**src/rtl/fir_pkg.sv**
```systemverilog
// fir_pkg
//   Shared definitions for the time-multiplexed FIR blocks.
//   - state_t      : sequencer states (IDLE, MAC, OUT)
//   - DEF_*        : default filter geometry used as parameter defaults
//   - ACC_W, PTR_W : accumulator and pointer widths for the default geometry
//   - acc_width / ptr_width : the same widths for any geometry, usable in
//     localparam expressions of parameterised modules
//   - saturate     : clamps a wide signed value into an out_w-bit signed range;
//     shared with other filter blocks, so it works on a fixed wide container
//     and takes the target width as an argument.
// No ports (package).
package fir_pkg;

  typedef enum logic [1:0] {
    IDLE = 2'd0,
    MAC  = 2'd1,
    OUT  = 2'd2
  } state_t;

  localparam int DEF_NTAPS  = 4;
  localparam int DEF_DATA_W = 8;
  localparam int DEF_COEF_W = 8;
  localparam int DEF_OUT_W  = 16;

  // Widest value saturate() can handle.
  localparam int SAT_MAX_W = 64;

  // Pointer width; never below 1 so single-bit indexes stay legal.
  function automatic int ptr_width(input int ntaps);
    return (ntaps < 2) ? 1 : $clog2(ntaps);
  endfunction

  // Sum of ntaps products of data_w x coef_w signed values cannot exceed
  // this width, so the accumulator never overflows.
  function automatic int acc_width(input int data_w, input int coef_w, input int ntaps);
    return data_w + coef_w + ptr_width(ntaps);
  endfunction

  localparam int PTR_W = ptr_width(DEF_NTAPS);
  localparam int ACC_W = acc_width(DEF_DATA_W, DEF_COEF_W, DEF_NTAPS);

  // Clamp value into [-2^(out_w-1), 2^(out_w-1)-1].
  function automatic logic signed [SAT_MAX_W-1:0] saturate(
    input logic signed [SAT_MAX_W-1:0] value,
    input int unsigned                 out_w
  );
    logic signed [SAT_MAX_W-1:0] hi;
    logic signed [SAT_MAX_W-1:0] lo;
    hi = (64'sd1 <<< (out_w - 1)) - 64'sd1;
    lo = -hi - 64'sd1;
    if (value > hi) begin
      return hi;
    end else if (value < lo) begin
      return lo;
    end else begin
      return value;
    end
  endfunction

endpackage

```
**src/rtl/fir_sample_ring.sv**
```systemverilog
// fir_sample_ring
//   NTAPS x DATA_W circular sample buffer for the FIR sequencer.
//   Owns the write pointer. A write stores a sample at the current write
//   pointer; the pointer only moves when 'advance' is pulsed, so the newest
//   sample stays at offset 0 for the whole MAC pass.
// Ports
//   clk      in   1        rising-edge clock
//   rst      in   1        synchronous active-high reset (ring and pointer to 0)
//   we       in   1        write wdata at ring[wr_ptr]
//   wdata    in   DATA_W   signed sample
//   advance  in   1        step wr_ptr by one, wrapping NTAPS-1 -> 0
//   offset   in   PTR_W    tap offset back from wr_ptr (0 = newest)
//   rdata    out  DATA_W   ring[(wr_ptr - offset) mod NTAPS]
module fir_sample_ring
  import fir_pkg::*;
#(
  parameter int NTAPS  = DEF_NTAPS,
  parameter int DATA_W = DEF_DATA_W
) (
  input  logic                           clk,
  input  logic                           rst,
  input  logic                           we,
  input  logic signed [DATA_W-1:0]       wdata,
  input  logic                           advance,
  input  logic [ptr_width(NTAPS)-1:0]    offset,
  output logic signed [DATA_W-1:0]       rdata
);

  localparam int PTR_BITS = ptr_width(NTAPS);
  localparam logic [PTR_BITS:0]   DEPTH    = (PTR_BITS + 1)'(NTAPS);
  localparam logic [PTR_BITS-1:0] LAST_IDX = PTR_BITS'(NTAPS - 1);

  logic signed [DATA_W-1:0] ring [NTAPS];
  logic [PTR_BITS-1:0]      wr_ptr;
  logic [PTR_BITS:0]        rd_sum;
  logic [PTR_BITS-1:0]      rd_idx;

  // Modular subtraction done one bit wider so it also works when NTAPS is
  // not a power of two: add the depth back whenever the offset reaches past
  // slot 0.
  always_comb begin
    rd_sum = {1'b0, wr_ptr} - {1'b0, offset};
    if (wr_ptr < offset) begin
      rd_sum = rd_sum + DEPTH;
    end
    rd_idx = rd_sum[PTR_BITS-1:0];
  end

  assign rdata = ring[rd_idx];

  // Storage and pointer. Reset clears the history so a restarted filter
  // does not see stale samples.
  always_ff @(posedge clk) begin
    if (rst) begin
      wr_ptr <= '0;
      for (int i = 0; i < NTAPS; i++) begin
        ring[i] <= '0;
      end
    end else begin
      if (we) begin
        ring[wr_ptr] <= wdata;
      end
      if (advance) begin
        wr_ptr <= (wr_ptr == LAST_IDX) ? '0 : wr_ptr + 1'b1;
      end
    end
  end

endmodule

```
**src/rtl/fir_mac_sequencer.sv**
```systemverilog
// fir_mac_sequencer
//   Time-multiplexed FIR controller. One shared multiplier-accumulator walks
//   NTAPS taps per accepted sample, then presents y[n] on a valid/ready
//   output. Coefficients are writable at runtime while idle.
//
//   Build option: define FIR_SAT_EN to saturate the final accumulator into
//   the OUT_W signed range; otherwise m_data is the low OUT_W bits of the
//   accumulator (two's-complement wrap).
//
// Ports
//   clk       in   1        rising-edge clock
//   rst       in   1        synchronous active-high reset
//   s_valid   in   1        input sample valid
//   s_ready   out  1        sequencer can accept a sample (IDLE only)
//   s_data    in   DATA_W   signed sample x[n]
//   m_valid   out  1        y[n] valid (OUT state)
//   m_ready   in   1        consumer accepts y[n]
//   m_data    out  OUT_W    signed y[n], held until accepted
//   cfg_we    in   1        coefficient write strobe
//   cfg_addr  in   PTR_W    tap index
//   cfg_data  in   COEF_W   signed coefficient
//   cfg_err   out  1        one-cycle pulse: write rejected (busy or bad index)
//   busy      out  1        high in MAC or OUT
module fir_mac_sequencer
  import fir_pkg::*;
#(
  parameter int NTAPS  = DEF_NTAPS,
  parameter int DATA_W = DEF_DATA_W,
  parameter int COEF_W = DEF_COEF_W,
  parameter int OUT_W  = DEF_OUT_W
) (
  input  logic                           clk,
  input  logic                           rst,
  input  logic                           s_valid,
  output logic                           s_ready,
  input  logic signed [DATA_W-1:0]       s_data,
  output logic                           m_valid,
  input  logic                           m_ready,
  output logic signed [OUT_W-1:0]        m_data,
  input  logic                           cfg_we,
  input  logic [ptr_width(NTAPS)-1:0]    cfg_addr,
  input  logic signed [COEF_W-1:0]       cfg_data,
  output logic                           cfg_err,
  output logic                           busy
);

  localparam int PTR_BITS  = ptr_width(NTAPS);
  localparam int ACC_BITS  = acc_width(DATA_W, COEF_W, NTAPS);
  localparam int PROD_BITS = DATA_W + COEF_W;
  localparam logic [PTR_BITS-1:0] LAST_TAP = PTR_BITS'(NTAPS - 1);

  state_t                      state;
  logic signed [COEF_W-1:0]    coef [NTAPS];
  logic [PTR_BITS-1:0]         tap;
  logic                        draining;
  logic signed [ACC_BITS-1:0]  acc;
  logic signed [ACC_BITS-1:0]  acc_final;
  logic signed [PROD_BITS-1:0] prod;
  logic signed [PROD_BITS-1:0] mult;
  logic signed [DATA_W-1:0]    ring_rd;
  logic signed [OUT_W-1:0]     result;
  logic                        ring_we;
  logic                        ring_advance;
  logic                        addr_ok;

  // Sample is taken whenever IDLE sees s_valid (s_ready is always 1 there).
  // The write pointer moves on the final MAC cycle so every tap of this pass
  // is read relative to the slot that holds the newest sample.
  assign ring_we      = (state == IDLE) && s_valid;
  assign ring_advance = (state == MAC) && draining;

  fir_sample_ring #(
    .NTAPS  (NTAPS),
    .DATA_W (DATA_W)
  ) u_ring (
    .clk     (clk),
    .rst     (rst),
    .we      (ring_we),
    .wdata   (s_data),
    .advance (ring_advance),
    .offset  (tap),
    .rdata   (ring_rd)
  );

  // Indexes beyond NTAPS-1 exist only when NTAPS is not a power of two.
  assign addr_ok = (32'(cfg_addr) < 32'(NTAPS));

  // The multiplier output is registered (prod) before it is accumulated, so
  // each tap is added one cycle after it is read. The extra draining cycle
  // at the end folds in the last product and loads the output register.
  assign mult      = PROD_BITS'(coef[tap]) * PROD_BITS'(ring_rd);
  assign acc_final = acc + ACC_BITS'(prod);

`ifdef FIR_SAT_EN
  logic signed [SAT_MAX_W-1:0] sat_wide;
  assign sat_wide = saturate(SAT_MAX_W'(acc_final), OUT_W);
  assign result   = OUT_W'(sat_wide);
`else
  assign result = OUT_W'(acc_final);
`endif

  // Sequencer FSM with coefficient bank and registered handshake outputs.
  // A coefficient write in IDLE lands on the same edge a sample may be
  // accepted; the MAC pass starts reading coefficients one cycle later, so
  // the new value is already used for that sample.
  always_ff @(posedge clk) begin
    if (rst) begin
      state    <= IDLE;
      s_ready  <= 1'b1;
      m_valid  <= 1'b0;
      m_data   <= '0;
      cfg_err  <= 1'b0;
      busy     <= 1'b0;
      tap      <= '0;
      draining <= 1'b0;
      acc      <= '0;
      prod     <= '0;
      for (int i = 0; i < NTAPS; i++) begin
        coef[i] <= COEF_W'(1);
      end
    end else begin
      cfg_err <= 1'b0;
      if (cfg_we) begin
        if ((state == IDLE) && addr_ok) begin
          coef[cfg_addr] <= cfg_data;
        end else begin
          cfg_err <= 1'b1;
        end
      end

      case (state)
        IDLE: begin
          if (s_valid) begin
            state    <= MAC;
            s_ready  <= 1'b0;
            busy     <= 1'b1;
            tap      <= '0;
            draining <= 1'b0;
            acc      <= '0;
            prod     <= '0;
          end
        end

        MAC: begin
          if (!draining) begin
            acc  <= acc_final;
            prod <= mult;
            if (tap == LAST_TAP) begin
              draining <= 1'b1;
            end else begin
              tap <= tap + 1'b1;
            end
          end else begin
            m_data   <= result;
            m_valid  <= 1'b1;
            draining <= 1'b0;
            state    <= OUT;
          end
        end

        OUT: begin
          if (m_ready) begin
            m_valid <= 1'b0;
            s_ready <= 1'b1;
            busy    <= 1'b0;
            state   <= IDLE;
          end
        end

        default: begin
          state   <= IDLE;
          s_ready <= 1'b1;
          m_valid <= 1'b0;
          busy    <= 1'b0;
        end
      endcase
    end
  end

endmodule

```
**config.mk**
```make
export PLATFORM = sky130hd
export DESIGN_NAME = fir_mac_sequencer
export DESIGN_NICKNAME = d
export VERILOG_FILES = /design/src/rtl/fir_pkg.sv /design/src/rtl/fir_sample_ring.sv /design/src/rtl/fir_mac_sequencer.sv
export SDC_FILE = /design/constraint.sdc
export NUM_CORES = 1
export LEC_CHECK = 0
export ABC_AREA = 1
export BUFFER_PORTS_ARGS = -buffer_cell sky130_fd_sc_hd__buf_2
export CAP_MARGIN = 20
export CELL_PAD_IN_SITES_DETAIL_PLACEMENT = 0
export CELL_PAD_IN_SITES_GLOBAL_PLACEMENT = 1
export CORE_ASPECT_RATIO = 0.6
export CORE_MARGIN = 5
export CORE_UTILIZATION = 51
export DETAILED_ROUTE_END_ITERATION = 16
export GPL_ROUTABILITY_DRIVEN = 1
export PLACE_DENSITY_LB_ADDON = 0.15
export SLEW_MARGIN = 20
export SYNTH_ARGS = -nofsm -noshare
export SYNTH_HDL_FRONTEND = slang
export SYNTH_SLANG_ARGS = --single-unit
```
**constraint.sdc**
```tcl
create_clock -name clk -period 16.6 [get_ports clk]
set_clock_uncertainty 0.1 [all_clocks]
set_input_delay 0.83 -clock clk [delete_from_list [all_inputs] [get_ports clk]]
set_output_delay 0.83 -clock clk [all_outputs]
set_load 0.05 [all_outputs]
```
==> results of run 1 <==
-- flip-flops by register name (all words and copies together), names as in the netlist, named ones only --
signal	count
busy	1
prod	16
coef	32
u_ring.ring	32
u_ring.wr_ptr	2
m_valid	1
tap	2
acc	16
draining	1
state	2
cfg_err	1
m_data	16
s_ready	1
-- critical path, cell delays in order, from the launching register on --
cell and delay, ns:
sky130_fd_sc_hd__dfxtp_1 0.46, sky130_fd_sc_hd__inv_1 0.14, sky130_fd_sc_hd__ha_1 0.88, sky130_fd_sc_hd__mux2i_1 0.28
sky130_fd_sc_hd__nand2_1 0.07, sky130_fd_sc_hd__nand2_1 0.22, sky130_fd_sc_hd__nor2_1 0.15, sky130_fd_sc_hd__fa_1 0.57
sky130_fd_sc_hd__inv_1 0.16, sky130_fd_sc_hd__fa_1 0.56, sky130_fd_sc_hd__inv_1 0.05, sky130_fd_sc_hd__fa_1 0.53
sky130_fd_sc_hd__inv_1 0.05, sky130_fd_sc_hd__fa_1 0.52, sky130_fd_sc_hd__inv_1 0.04, sky130_fd_sc_hd__ha_1 0.34
sky130_fd_sc_hd__a21o_1 0.20, sky130_fd_sc_hd__a21oi_1 0.11, sky130_fd_sc_hd__nand2_1 0.08, sky130_fd_sc_hd__or2_2 0.27
sky130_fd_sc_hd__nand3_1 0.07, sky130_fd_sc_hd__a21oi_1 0.06
-- kinds of logic (layout without fill, tap and decap cells) --
family                     Yosys count  in the layout
and+or+nand+nor                    473            473
buffers and inverters              212            265
DFF                                125            125
AOI/OAI and AO/OA                  122            122
adders and majority gates          103            103
muxes                               16             16
xor gates and xnor gates            10             10
-- stage by stage --
stage / hold slack [ns] / power (mW)
after floorplan: 0.348 / 0.862
after global placement: 0.352 / 1.00
after detailed placement: 0.356 / 1.01
after CTS: 0.375 / 1.38
after global routing: 0.389 / 1.50
final: 0.372 / 1.37
-- per-layer routing --
metal | track usage | vias to the layer above | wire length (um) | share of wire
li1 | - | 3435 | - | -
met1 | 0.373 | 3130 | 11700 | 0.56
met2 | 0.277 | 178 | 7540 | 0.36
met3 | 0.0540 | 16 | 1380 | 0.066
met4 | 0.0480 | 0 | 173 | 0.0083
met5 | 0 | - | 0 | 0
-- report_power, final --
| part | switching, mW | internal [mW] | total, mW |
|---|---|---|---|
| Clock | 0.159 | 0.211 | 0.369 |
| Combinational | 0.395 | 0.236 | 0.631 |
| Sequential | 0.0158 | 0.353 | 0.369 |
| Total | 0.569 | 0.799 | 1.37 |
-- cell type report --
| class | instances | share of cell area |
|---|---|---|
| clock buffer | 17 | 0.0439 |
| sequential | 125 | 0.324 |
| inverter | 187 | 0.0724 |
| tap | 234 | 0.0302 |
| timing repair buffer | 46 | 0.0248 |
| multi-input combinational | 724 | 0.489 |
| clock inverter | 15 | 0.0152 |
-- final timing paths --
kind                                 startpoint                      to  slack (ns)  depth (start not counted)
setup / recovery  u_ring.wr_ptr[0]$_SDFFE_PP0P_   prod[12]$_SDFFE_PP0P_       10.52                         21
hold / removal           m_data[1]$_SDFFE_PP0P_  m_data[1]$_SDFFE_PP0P_        0.37                          2
setup reg to reg  u_ring.wr_ptr[0]$_SDFFE_PP0P_   prod[12]$_SDFFE_PP0P_       10.52                         21
hold reg to reg          m_data[1]$_SDFFE_PP0P_  m_data[1]$_SDFFE_PP0P_        0.37                          2
-- cell usage in the layout, fill, tap and decap left out, drive strengths merged, types with 3 or more instances in the layout --
cell type / synthesis / layout
a211oi: 3 / 3
nor2: 181 / 181
nand3: 48 / 48
a21o: 5 / 5
nand4: 6 / 6
inv: 187 / 196
a21oi: 63 / 63
buf: 16 / 46
clkinvlp: 0 / 4
a32oi: 6 / 6
dfxtp: 61 / 61
xnor2: 5 / 5
o211a: 3 / 3
mux2i: 15 / 15
o21ai: 33 / 33
edfxtp: 64 / 64
or2: 23 / 23
nand3b: 3 / 3
ha: 47 / 47
xor2: 5 / 5
o211ai: 3 / 3
clkbuf: 9 / 17
nand2: 207 / 207
fa: 56 / 56
==> impl_metrics.xml, run 1 <==
<?xml version="1.0" encoding="UTF-8"?>
<metrics>
  <group name="clock_tree">
    <metric name="cts_buffer_depth" unit="">2</metric>
    <metric name="tritoncts_num_sinks" unit="">125</metric>
    <metric name="clockRootBuffer" unit="">sky130_fd_sc_hd__clkbuf_16</metric>
    <metric name="tritoncts" unit="">done</metric>
    <metric name="cts_buffers" unit="">17</metric>
    <metric name="cts.clk_slew.worst_paths" unit="ns">0.06</metric>
    <metric name="cts_setup_buffers" unit="">0</metric>
    <metric name="cts-resized-gates" unit="">0</metric>
    <metric name="clk-insertion-delay-late" unit="ns">0.43</metric>
    <metric name="postCtsHoldBufs" unit="">0</metric>
    <metric name="htree_num_levels" unit="">4</metric>
  </group>
  <group name="timing">
    <metric name="slew_headroom" unit="">0.403</metric>
    <metric name="tightestPinTransition" unit="ns">0.894</metric>
    <metric name="fmax" unit="GHz">0.164</metric>
    <metric name="min_period_over_period" unit="">0.366</metric>
    <metric name="finalSetupViolCount" unit="">0</metric>
    <metric name="layout_min_cycle_time" unit="ns">6.08</metric>
    <metric name="final_critical_path_setup_slack" unit="ns">10.52</metric>
    <metric name="slew_limit_fails" unit="">0</metric>
    <metric name="finalSetupTns" unit="ns">0</metric>
    <metric name="grt_setup_unrepaired" unit="">false</metric>
    <metric name="hold_viol" unit="">0</metric>
  </group>
  <group name="global_route">
    <metric name="grt_pass1_vias" unit="">6588</metric>
    <metric name="antenna_violations_before_repair" unit="">0</metric>
    <metric name="grt_remaining_overflow" unit="">0</metric>
    <metric name="grt_first_pass_wirelength" unit="mm">34.7</metric>
    <metric name="largest_net_degree_at_the_start_of_global_routing" unit="">41</metric>
    <metric name="groute.usage.overall" unit="">0.221</metric>
  </group>
  <group name="outcome">
    <metric name="run_status" unit="">completed</metric>
  </group>
  <group name="placement">
    <metric name="detailed_place_hpwl" unit="mm">15.9</metric>
    <metric name="cell_area_placed" unit="um2">9120</metric>
    <metric name="gp_congestion" unit="">0.874</metric>
    <metric name="numPlacedInstances" unit="">1316</metric>
    <metric name="io_buffer_count" unit="">42</metric>
    <metric name="dp_worst_setup_slack" unit="ns">10.56</metric>
  </group>
  <group name="die">
    <metric name="die_width" unit="um">179</metric>
    <metric name="fp.dieArea" unit="um2">19900</metric>
    <metric name="std_cell_rows" unit="">37</metric>
    <metric name="initial_utilization" unit="">0.514</metric>
    <metric name="io-pin-count" unit="">43</metric>
    <metric name="core_area" unit="um2">17000</metric>
    <metric name="die_h" unit="um">111</metric>
  </group>
  <group name="final_layout">
    <metric name="antenna-diode-count" unit="">0</metric>
    <metric name="fin_area" unit="um2">9690</metric>
    <metric name="utilization" unit="">0.570</metric>
    <metric name="total_area_of_multi_input_combinational_cells" unit="um2">4740</metric>
    <metric name="post_route_cells_drive_above_1_share" unit="">0.110</metric>
    <metric name="n_fill_cell" unit="">1598</metric>
    <metric name="seq_area" unit="um2">3140</metric>
    <metric name="stdcell_count" unit="">1348</metric>
    <metric name="area.growth.synth_to_final" unit="%">11.0</metric>
    <metric name="final_nets" unit="">1227</metric>
  </group>
  <group name="routing">
    <metric name="drtPass1Iterations" unit="">5</metric>
    <metric name="wirelength" unit="mm">20.8</metric>
    <metric name="drt-initial-drc-count" unit="">602</metric>
    <metric name="vias_per_instance" unit="">5.01</metric>
    <metric name="drcViolationCount" unit="">0</metric>
    <metric name="wl_per_cell" unit="um">15.4</metric>
    <metric name="final_antenna_net_count" unit="">0</metric>
    <metric name="num_vias" unit="">6759</metric>
  </group>
  <group name="logic_synthesis">
    <metric name="synth_cell_types" unit="">46</metric>
    <metric name="synthMostInstantiatedCell" unit="">sky130_fd_sc_hd__nand2_1</metric>
    <metric name="synth-edff-count" unit="">64</metric>
    <metric name="synth_top_area_frac" unit="">0.220</metric>
    <metric name="synth-xor-area-share" unit="">0.0100</metric>
    <metric name="synth_mux_area_frac" unit="">0.0185</metric>
    <metric name="yosys-top-cells-count" unit="">sky130_fd_sc_hd__nand2_1, sky130_fd_sc_hd__inv_1, sky130_fd_sc_hd__nor2_1</metric>
    <metric name="synth.cell_area" unit="um2">8730</metric>
    <metric name="synthesis.nets" unit="">1187</metric>
    <metric name="synth_seq_cells" unit="">125</metric>
    <metric name="synthesis.area_per_instance" unit="um2">8.23</metric>
    <metric name="synth_compound_gate_area_share" unit="">0.0921</metric>
    <metric name="ys_dominant_reg_cell" unit="">sky130_fd_sc_hd__edfxtp_1</metric>
    <metric name="share_of_synthesized_cell_area_in_full_adder_half_adder_and_majority_cells" unit="">0.196</metric>
    <metric name="postSynthCellCount" unit="">1061</metric>
    <metric name="yosys.area_share.simple" unit="">0.226</metric>
    <metric name="synth-warning-count" unit="">0</metric>
    <metric name="synth_top_family_by_area" unit="">simple AND/OR/NAND/NOR gates</metric>
    <metric name="yosysSeqAreaShare" unit="">0.360</metric>
    <metric name="netlist.top_cell.by_area" unit="">sky130_fd_sc_hd__edfxtp_1</metric>
    <metric name="postSynth.asyncResetShare" unit="">0</metric>
    <metric name="yosys-top-cells-area" unit="">sky130_fd_sc_hd__edfxtp_1, sky130_fd_sc_hd__dfxtp_1, sky130_fd_sc_hd__fa_1, sky130_fd_sc_hd__nand2_1, sky130_fd_sc_hd__inv_1</metric>
  </group>
  <group name="setup_path">
    <metric name="cp_data_arrival_time" unit="ns">6.24</metric>
    <metric name="startpoint_type" unit="">flip-flop</metric>
    <metric name="worstPathMaxFanout" unit="">16</metric>
    <metric name="timing.critical_path.required" unit="ns">16.76</metric>
    <metric name="critPathCaptureType" unit="">flip-flop</metric>
    <metric name="worst-setup-path-type" unit="">flip-flop to flip-flop</metric>
  </group>
  <group name="power">
    <metric name="p_leak" unit="nW">4.81</metric>
    <metric name="power.ir.vdd_worst" unit="mV">0.0693</metric>
    <metric name="power_per_cell_area" unit="nW/um2">141</metric>
  </group>
  <group name="flow_run">
    <metric name="cap_viol_max_count" unit="">0</metric>
  </group>
  <group name="hold_path">
    <metric name="min_path_type" unit="">flip-flop to flip-flop</metric>
  </group>
</metrics>
Note: power is estimated with default switching activity, not from simulation.
==> run 2: changes to the inputs <==
Settings changed: ABC_AREA 1 to 0, CORE_UTILIZATION 51 to 45.
Clock period 16.6 ns to 5 ns, I/O delays scaled along.
==> impl_metrics.xml, run 2 <==
<?xml version="1.0" encoding="UTF-8"?>
<metrics>
  <group name="routing">
    <metric name="drcViolationCount" unit="">0</metric>
    <metric name="vias_per_instance" unit="">5.11</metric>
    <metric name="drtPass1Iterations" unit="">5</metric>
    <metric name="num_vias" unit="">5849</metric>
    <metric name="final_antenna_net_count" unit="">0</metric>
    <metric name="wl_per_cell" unit="um">15.8</metric>
    <metric name="wirelength" unit="mm">18.1</metric>
    <metric name="drt-initial-drc-count" unit="">280</metric>
  </group>
  <group name="clock_tree">
    <metric name="htree_num_levels" unit="">4</metric>
    <metric name="cts.clk_slew.worst_paths" unit="ns">0.06</metric>
    <metric name="cts_buffer_depth" unit="">2</metric>
    <metric name="tritoncts" unit="">done</metric>
    <metric name="clockRootBuffer" unit="">sky130_fd_sc_hd__clkbuf_16</metric>
    <metric name="tritoncts_num_sinks" unit="">125</metric>
    <metric name="cts_buffers" unit="">17</metric>
    <metric name="clk-insertion-delay-late" unit="ns">0.43</metric>
  </group>
  <group name="outcome">
    <metric name="run_status" unit="">finished with violations</metric>
    <metric name="failed_checks" unit="">negative setup slack</metric>
  </group>
  <group name="placement">
    <metric name="io_buffer_count" unit="">42</metric>
    <metric name="cell_area_placed" unit="um2">9240</metric>
    <metric name="gp_congestion" unit="">0.844</metric>
    <metric name="detailed_place_hpwl" unit="mm">14.0</metric>
    <metric name="dp_worst_setup_slack" unit="ns">-0.364</metric>
  </group>
  <group name="final_layout">
    <metric name="top_regs" unit="">coef: 32 flops, u_ring.ring: 32 flops</metric>
    <metric name="layout_commonest_cell" unit="">sky130_fd_sc_hd__and2_1</metric>
    <metric name="n_fill_cell" unit="">1572</metric>
    <metric name="layout.cells.most_common_list" unit="">sky130_fd_sc_hd__and2_1, sky130_fd_sc_hd__inv_1, sky130_fd_sc_hd__edfxtp_1</metric>
    <metric name="post_route_cells_drive_above_1_share" unit="">0.223</metric>
    <metric name="final_nets" unit="">1017</metric>
    <metric name="total_area_of_multi_input_combinational_cells" unit="um2">4910</metric>
    <metric name="seq_area" unit="um2">3150</metric>
    <metric name="area.growth.synth_to_final" unit="%">20.1</metric>
    <metric name="antenna-diode-count" unit="">0</metric>
    <metric name="fin_area" unit="um2">9930</metric>
  </group>
  <group name="global_route">
    <metric name="grt_remaining_overflow" unit="">0</metric>
    <metric name="grt_pass1_vias" unit="">6254</metric>
    <metric name="groute.layer.met3.usage" unit="">0.0449</metric>
    <metric name="groute.usage.overall" unit="">0.187</metric>
    <metric name="grtUsageMet2" unit="">0.273</metric>
    <metric name="grt_first_pass_wirelength" unit="mm">31.4</metric>
    <metric name="top_usage_layer" unit="">met1</metric>
    <metric name="largest_net_degree_at_the_start_of_global_routing" unit="">50</metric>
    <metric name="met1_usage" unit="">0.280</metric>
    <metric name="antenna_violations_before_repair" unit="">0</metric>
  </group>
  <group name="timing">
    <metric name="grt_setup_unrepaired" unit="">true</metric>
    <metric name="finalSetupViolCount" unit="">7</metric>
    <metric name="timing.hold.ws" unit="ns">0.0217</metric>
    <metric name="slew_limit_fails" unit="">0</metric>
    <metric name="final_critical_path_setup_slack" unit="ns">-0.269</metric>
    <metric name="slew_headroom" unit="">0.387</metric>
    <metric name="hold_viol" unit="">0</metric>
    <metric name="layout_min_cycle_time" unit="ns">5.27</metric>
    <metric name="fmax" unit="GHz">0.190</metric>
    <metric name="min_period_over_period" unit="">1.05</metric>
    <metric name="tightestPinTransition" unit="ns">0.916</metric>
  </group>
  <group name="setup_path">
    <metric name="worst-r2r-setup-slack" unit="ns">-0.27</metric>
    <metric name="cp_data_arrival_time" unit="ns">5.46</metric>
    <metric name="worst-setup-path-type" unit="">flip-flop to flip-flop</metric>
    <metric name="startpoint_type" unit="">flip-flop</metric>
    <metric name="timing.critical_path.required" unit="ns">5.19</metric>
    <metric name="worstPathMaxFanout" unit="">9</metric>
    <metric name="critPathCaptureType" unit="">flip-flop</metric>
  </group>
  <group name="power">
    <metric name="power_per_cell_area" unit="nW/um2">409</metric>
    <metric name="p_leak" unit="nW">4.34</metric>
    <metric name="power.total" unit="mW">4.06</metric>
    <metric name="power.ir.vdd_worst" unit="mV">0.261</metric>
  </group>
  <group name="die">
    <metric name="die_width" unit="um">185</metric>
    <metric name="initial_utilization" unit="">0.458</metric>
    <metric name="io-pin-count" unit="">43</metric>
    <metric name="core_area" unit="um2">18100</metric>
    <metric name="std_cell_rows" unit="">38</metric>
    <metric name="fp.dieArea" unit="um2">21300</metric>
    <metric name="die_h" unit="um">115</metric>
  </group>
  <group name="logic_synthesis">
    <metric name="synthesis.area_per_instance" unit="um2">10.3</metric>
    <metric name="synth_top_area_frac" unit="">0.232</metric>
    <metric name="synthMostInstantiatedCell" unit="">sky130_fd_sc_hd__and2_1</metric>
    <metric name="netlist.top_cell.by_area" unit="">sky130_fd_sc_hd__edfxtp_1</metric>
    <metric name="synth_seq_cells" unit="">125</metric>
    <metric name="synth_cell_types" unit="">57</metric>
    <metric name="postSynth.asyncResetShare" unit="">0</metric>
    <metric name="synth-edff-count" unit="">64</metric>
    <metric name="synth-warning-count" unit="">0</metric>
    <metric name="postSynthCellCount" unit="">802</metric>
    <metric name="synthesis.nets" unit="">928</metric>
    <metric name="yosysSeqAreaShare" unit="">0.380</metric>
    <metric name="synth.cell_area" unit="um2">8270</metric>
    <metric name="yosys-top-cells-area" unit="">sky130_fd_sc_hd__edfxtp_1, sky130_fd_sc_hd__dfxtp_1, sky130_fd_sc_hd__fa_1, sky130_fd_sc_hd__and2_1, sky130_fd_sc_hd__ha_1</metric>
    <metric name="yosys-top-cells-count" unit="">sky130_fd_sc_hd__and2_1, sky130_fd_sc_hd__inv_1, sky130_fd_sc_hd__edfxtp_1</metric>
    <metric name="ys_dominant_reg_cell" unit="">sky130_fd_sc_hd__edfxtp_1</metric>
  </group>
  <group name="hold_path">
    <metric name="min_path_type" unit="">input pin to flip-flop</metric>
  </group>
  <group name="flow_run">
    <metric name="cap_viol_max_count" unit="">0</metric>
  </group>
</metrics>
-- run 2: cell types whose count changed after synthesis, sizes merged, moves of 16 or more --
cell and delta:
nand3 -38, inv -92, xnor2 +16, nor2 -134, o21ai -16, and2 +107, nand2 -145
-- run 2: area by class of cell --
cell class                      instances  area share
Tap cell                              240      0.0302
Multi-Input combinational cell        558       0.495
Clock inverter                         15      0.0151
Timing Repair Buffer                   94      0.0645
Sequential cell                       125       0.317
Clock buffer                           17      0.0428
Inverter                               95      0.0361
-- run 2: worst max-delay path, cell delays in order, from the launching register on --
cell and delay [ns]:
sky130_fd_sc_hd__dfxtp_2 0.32, sky130_fd_sc_hd__inv_2 0.07, sky130_fd_sc_hd__ha_4 0.15, sky130_fd_sc_hd__xor2_4 0.20, sky130_fd_sc_hd__xnor2_4 0.15, sky130_fd_sc_hd__buf_12 0.15
sky130_fd_sc_hd__mux2_4 0.31, sky130_fd_sc_hd__o21ai_4 0.16, sky130_fd_sc_hd__buf_12 0.15, sky130_fd_sc_hd__inv_4 0.03, sky130_fd_sc_hd__fa_1 0.49, sky130_fd_sc_hd__inv_2 0.05
sky130_fd_sc_hd__fa_1 0.52, sky130_fd_sc_hd__inv_2 0.04, sky130_fd_sc_hd__fa_1 0.52, sky130_fd_sc_hd__inv_1 0.05, sky130_fd_sc_hd__fa_2 0.52, sky130_fd_sc_hd__inv_2 0.04
sky130_fd_sc_hd__ha_4 0.28, sky130_fd_sc_hd__inv_2 0.04, sky130_fd_sc_hd__o21ai_2 0.15, sky130_fd_sc_hd__a41o_1 0.25, sky130_fd_sc_hd__o22ai_2 0.10, sky130_fd_sc_hd__xnor2_1 0.19
sky130_fd_sc_hd__o21ai_1 0.08
-- run 2: what timing repair did --
action,CTS,global route
setup endpoints to repair,7,9
hold endpoints to repair,1,0
cloned,0,0
setup buffers,0,6
hold buffers,1,0
pin swaps,6,13
resized for setup,11,11
-- run 2: path summary, 6_finish.rpt --
kind	startpoint	end	cells after the start
hold reg to reg	prod[12]$_SDFFE_PP0P_	prod[12]$_SDFFE_PP0P_	2
setup reg to reg	u_ring.wr_ptr[0]$_SDFFE_PP0P_	prod[15]$_SDFFE_PP0P_	24
hold / removal	cfg_data[0]	coef[0][0]$_SDFFCE_PN1P_	2
setup / recovery	u_ring.wr_ptr[0]$_SDFFE_PP0P_	prod[15]$_SDFFE_PP0P_	24
-- run 2: per-stage QoR --
| step | std cells | utilization | setup TNS, ns |
|---|---|---|---|
| 2_1_floorplan | 802 | - | -0.0946 |
| 3_3_place_gp | 1105 | 0.511 | -0.629 |
| 3_5_place_dp | 1105 | 0.511 | -1.50 |
| 4_1_cts | 1138 | 0.545 | -1.04 |
| 5_1_grt | 1144 | 0.550 | -2.62 |
| 6_report | 1144 | 0.550 | -0.863 |
-- run 2: power by group --
group / switching (mW) / total [mW] / leakage [nW] / internal (mW)
Clock: 0.533 / 1.19 / 0.273 / 0.659
Combinational: 0.857 / 1.68 / 2.91 / 0.826
Sequential: 0.0364 / 1.18 / 1.15 / 1.15
-- run 2: logic make-up after synthesis --
kind of cell / share of synthesized area
xor+xnor: 0.0346
flops: 0.380
mux: 0.0458
buf+inv: 0.0543
fa+ha+maj: 0.207
compound gates: 0.102
simple gates: 0.176
-- run 2: routing by layer --
layer | vias to the layer above | share of wire
met5 | - | 0
met4 | 0 | 0.0092
met3 | 15 | 0.040
met2 | 96 | 0.41
met1 | 2850 | 0.54
li1 | 2888 | -
